<file path="src/rtl/foc_pkg.sv">
// Shared FOC codebook definitions for the crosstalk-avoidance link.
// The encoder and decoder both use this table.
package foc_pkg;

    localparam int FOC_CW_W  = 5;
    localparam int FOC_NIB_W = 4;

    // Ascending list of 5-bit words that contain neither "010" nor "101".
    localparam logic [FOC_CW_W-1:0] FOC_CODEBOOK [0:15] = '{
        5'b00000, 5'b00001, 5'b00011, 5'b00110,
        5'b00111, 5'b01100, 5'b01110, 5'b01111,
        5'b10000, 5'b10001, 5'b10011, 5'b11000,
        5'b11001, 5'b11100, 5'b11110, 5'b11111
    };

    function automatic logic foc_is_valid(input logic [FOC_CW_W-1:0] cw);
        logic hit;
        hit = 1'b0;
        for (int n = 0; n < 16; n++) begin
            if (cw == FOC_CODEBOOK[n]) hit = 1'b1;
        end
        return hit;
    endfunction

endpackage

</file>
<file path="src/rtl/foc_dec.sv">
// Single-lane FOC decoder: 5-bit codeword to 4-bit nibble plus invalid flag.
// Purely combinational; codewords outside the table decode to nibble 0.
module foc_dec
    import foc_pkg::*;
(
    input  logic [FOC_CW_W-1:0]  cw,
    output logic [FOC_NIB_W-1:0] nib,
    output logic                 invalid
);

    always_comb begin
        nib     = '0;
        invalid = !foc_is_valid(cw);
        for (int n = 0; n < 16; n++) begin
            if (cw == FOC_CODEBOOK[n]) nib = FOC_NIB_W'(n);
        end
    end

endmodule

</file>
<file path="src/rtl/foc_dec_top.sv">
// Receive-side FOC decoder: LANES codewords per word, two-stage valid pipeline,
// per-lane invalid detection and a saturating erroneous-word counter.
module foc_dec_top
    import foc_pkg::*;
#(
    parameter int LANES = 8,
    parameter int CNT_W = 16
) (
    input  logic                        clk,
    input  logic                        rst,
    input  logic                        in_valid,
    input  logic [FOC_CW_W*LANES-1:0]   data_in,
    input  logic                        err_cnt_clr,
    output logic                        out_valid,
    output logic [FOC_NIB_W*LANES-1:0]  data_out,
    output logic [LANES-1:0]            err_lane,
    output logic                        err_any,
    output logic [CNT_W-1:0]            err_cnt
);

    logic                        vld_p1;
    logic [FOC_CW_W*LANES-1:0]   data_p1;
    logic [FOC_NIB_W*LANES-1:0]  dec_nib;
    logic [LANES-1:0]            dec_err;
    logic                        word_err;

    function automatic logic [CNT_W-1:0] sat_inc(input logic [CNT_W-1:0] v);
        return (&v) ? v : v + CNT_W'(1);
    endfunction

    // Stage 1: capture the coded word.
    always_ff @(posedge clk) begin
        if (rst) begin
            vld_p1  <= 1'b0;
            data_p1 <= '0;
        end else begin
            vld_p1 <= in_valid;
            if (in_valid) data_p1 <= data_in;
        end
    end

    for (genvar g = 0; g < LANES; g++) begin : g_lane
        foc_dec u_dec (
            .cw      (data_p1[FOC_CW_W*g +: FOC_CW_W]),
            .nib     (dec_nib[FOC_NIB_W*g +: FOC_NIB_W]),
            .invalid (dec_err[g])
        );
    end

    assign word_err = vld_p1 & (|dec_err);

    // Stage 2: register decoded nibbles and error flags.
    always_ff @(posedge clk) begin
        if (rst) begin
            out_valid <= 1'b0;
            data_out  <= '0;
            err_lane  <= '0;
            err_any   <= 1'b0;
        end else begin
            out_valid <= vld_p1;
            err_any   <= word_err;
            if (vld_p1) begin
                data_out <= dec_nib;
                err_lane <= dec_err;
            end
        end
    end

    // Clear beats a coincident increment.
    always_ff @(posedge clk) begin
        if (rst || err_cnt_clr) begin
            err_cnt <= '0;
        end else if (word_err) begin
            err_cnt <= sat_inc(err_cnt);
        end
    end

endmodule

</file>
<file path="config.mk">
export PLATFORM = sky130hd
export DESIGN_NAME = foc_dec_top
export DESIGN_NICKNAME = d
export VERILOG_FILES = /design/src/rtl/foc_pkg.sv /design/src/rtl/foc_dec.sv /design/src/rtl/foc_dec_top.sv
export SDC_FILE = /design/constraint.sdc
export NUM_CORES = 1
export LEC_CHECK = 0
export CAP_MARGIN = 5
export CORE_ASPECT_RATIO = 1.1
export CORE_MARGIN = 5
export CORE_UTILIZATION = 45
export DETAILED_ROUTE_END_ITERATION = 10
export MAX_ROUTING_LAYER = met4
export PLACE_DENSITY_LB_ADDON = 0.1
export SYNTH_ARGS = -nofsm -noshare
export SYNTH_HDL_FRONTEND = slang
export SYNTH_SLANG_ARGS = --single-unit
</file>
<file path="constraint.sdc">
create_clock -name clk -period 2.59 [get_ports clk]
set_clock_uncertainty 0.15 [all_clocks]
set_input_delay 0.259 -clock clk [delete_from_list [all_inputs] [get_ports clk]]
set_output_delay 0.259 -clock clk [all_outputs]
set_load 0.05 [all_outputs]
</file>
==> results of run 1 <==
## power by group
group	total [uW]	switching [uW]	internal, uW	leakage (uW)
clock	1270	549	722	0.000141
sequential	1690	91.7	1590	0.000812
combinational	587	338	249	0.00135
total	3540	978	2570	0.00230
## repair_timing
action,4_1_cts,5_1_grt
setup endpoints to repair,0,6
hold buffers,0,0
resized for setup,0,1
## layer usage
metal / vias to the layer above / GRT usage (%) / wire (um)
met3: 12 / 4.411 / 796
met1: 2061 / 23.83 / 5252
met2: 125 / 28.51 / 5465
met4: 0 / 6.937 / 171
met5: - / - / 0
li1: 2261 / - / -
## worst register-to-register path, stage by stage (launching register included)
cell and delay (ps):
dfxtp_1 380, ha_1 210, and3_1 210, and3_1 240, nand2_1 170, o31ai_4 410
a21oi_4 150, a211oi_1 280, a31o_1 120
## cells in the mapped netlist (2+ instances only)
cell type	count	area, um2
buf_4	4	30.03
clkbuf_1	28	105.1
nand2b_1	14	87.58
mux2i_1	43	430.4
inv_2	15	56.30
a21o_1	8	60.06
o21ai_1	6	30.03
nor4_1	5	31.28
a311oi_1	17	148.9
inv_1	13	48.80
buf_2	16	80.08
o311ai_0	11	96.34
nand2_1	22	82.58
a211oi_1	12	90.09
nand4b_1	3	26.28
a21oi_1	43	215.2
a31o_1	2	17.52
and3_1	18	112.6
xnor2_1	3	26.28
and4_1	2	17.52
buf_6	2	22.52
nand3_1	4	20.02
buf_1	3	11.26
nand4_1	4	25.02
a211o_1	6	52.55
or4_1	2	15.01
nor3_1	21	105.1
dfxtp_1	99	1982
and2_1	13	81.33
a32oi_1	8	70.07
a31o_2	2	17.52
nor2b_1	2	12.51
nor2_1	91	341.6
o21ai_0	40	200.2
## registers in the layout, indices dropped and copies added (netlist names)
name / cells
vld_p1: 1
err_any: 1
err_lane: 8
err_cnt: 16
out_valid: 1
data_out: 32
data_p1: 40
## how the worst max path moves through the flow
stage | depth (start not counted) | endpoint | from
global route | 8 | err_cnt[6] | err_cnt[0]
detailed placement | 8 | err_cnt[5] | err_cnt[0]
finish | 8 | err_cnt[6] | err_cnt[0]
floorplan | 8 | err_cnt[2] | err_cnt[0]
global placement | 8 | err_cnt[5] | err_cnt[0]
CTS | 8 | err_cnt[5] | err_cnt[0]
## area by class of cell
cell class | instances | share of cell area (%)
Inverter | 28 | 1.696
Clock inverter | 2 | 0.1616
Multi-Input combinational cell | 416 | 41.64
Timing Repair Buffer | 106 | 17.16
Tap cell | 147 | 2.968
Sequential cell | 99 | 32.01
Clock buffer | 13 | 4.362
## logic make-up (layout without fill, tap and decap cells)
logic type               Yosys count  in the layout  synth area share (%)
AND/OR/NAND/NOR                  205            205                 20.16
AO/OA/AOI/OAI                    163            163                 22.23
flip-flops                        99             99                 40.38
buffers and inverters             81            149                 7.214
multiplexers                      44             44                 9.228
XOR/XNOR                           3              3                0.5354
adder cells (fa/ha/maj)            1              1                0.2549
## per-stage QoR
step | utilization, % | hold WS (ps) | instance area, um2 | setup slack [ps]
4_1_cts | 57.25 | 263.8 | 6188 | 93.49
3_3_place_gp | 54.65 | 310.4 | 5908 | 164.5
3_5_place_dp | 54.65 | 309.6 | 5908 | 103.2
6_report | 57.31 | 269.1 | 6196 | 232.9
2_1_floorplan | - | 256.0 | 4908 | 62.06
5_1_grt | 57.31 | 304.4 | 6196 | 20.81
==> results.yml, run 1 <==
floorplan:
  die_h_um: 119.5
  core_um2: 10810
  io_pins: 102
  dieArea_um2: 13100
  die_x_um: 109.6
  start_util_pct: 45.41
  placementRows: 40
hold_path:
  min_to: "err_cnt[13]"
  min_from: "rst"
  whs_path_depth: 3
  hp-class: "in2reg"
sta:
  hold_viol: 0
  setup-tns-final_ps: 0
  max_clock_freq_ghz: 0.4242
  slew_headroom_pct: 62.42
  layout_min_cycle_time_ps: 2357
  tightest_slew_ps: 563.7
  rsz0062_at_grt: "false"
  slew_violations: 0
  finalCritPeriodShare_pct: 91.01
  setup_viol: 0
worst_setup_path:
  start_kind: "register"
  r2r-end: "err_cnt[6]"
  crit_type: "reg2reg"
  cp_max_fo: 16
  critical_path.max_stage_delay_ps: 410
  path_delay_family: "compound AO/OA/AOI/OAI gates"
  r2r_slack_ps: 230
  cp.arrival_ps: 2500
  slowest_stage: "o31ai_4"
  cp_common_cell: "and3_1"
  worstReg2RegStart: "err_cnt[0]"
  ff2ff_path_depth: 8
  path_buf_inv: 0
  critPathCaptureType: "register"
  worst_ep_required_time_ps: 2730
  path_cells: "ha_1 > and3_1 > and3_1 > nand2_1 > o31ai_4 > a21oi_4 > a211oi_1 > a31o_1"
clock_tree:
  htree_num_levels: 3
  clock_path_buffers: 2
  cts_tree: "done"
  clock_sink_count: 99
  clkTransAtPathRegs_ps: 60
  cts_buffers: 9
  cts_root_buffer: "clkbuf_16"
  clock_latency_ps: 340
  post_cts_buffers: 0
final_layout:
  layout_common_cells: "clkdlybuf4s50_1, dfxtp_1, nor2_1, mux2i_1, a21oi_1"
  nNetsFinal: 705
  regArea_um2: 1983
  stdcell_count: 811
  fillers: 1009
  multi_input_area_um2: 2580
  n_antenna_cell: 0
  syn2layout_area_growth_pct: 26.23
  final_common_cell: "clkdlybuf4s50_1"
  drive_above_1_share_pct: 6.928
route:
  drt_first_pass_iters: 5
  wire_per_inst_um: 14.41
  vias: 4459
  antenna_left: 0
  wirelength_um: 11690
  drtIter0Drc: 248
  avgViaCountPerCell: 5.498
  drc: 0
status:
  status: "complete, no violations"
synth:
  avgSynthCellArea_um2: 8.236
  postSynthNetCount: 641
  ys_ff_latch: 99
  async_flop_share_pct: 0
  syn_inst: 596
  synth_cell_types: 48
  synth_edf_count: 0
  synthFlopType: "dfxtp_1"
  syn-cell-area_um2: 4908
  ys_warn_count: 0
  synth_seq_area_share_pct: 40.38
placed_design:
  hpwl_um: 8172
  gp_congestion: 0.8414
  dpl.cell_count: 796
  port_buffers: 101
grt:
  grt_antenna_before_repair: 0
  grt_max_degree: 81
  track_usage_pct: 18.61
  grt_overflow: 0
  grt_pass1_vias: 4055
  grt_pass1_wl_um: 19150
power:
  power_uw: 3544
  ir_drop_mv: 0.3173
  powerDensity_nw_per_um2: 572.0
  p_leak_uw: 0.002302
job:
  maxCapViolCount: 0
No activity file was read; power rests on OpenSTA's default activity.
==> inputs of run 2 (changes only) <==
CAP_MARGIN = 20   (was 5)
==> results of run 2 <==
Final layout, timing and power as in run 1 (identical DEF).
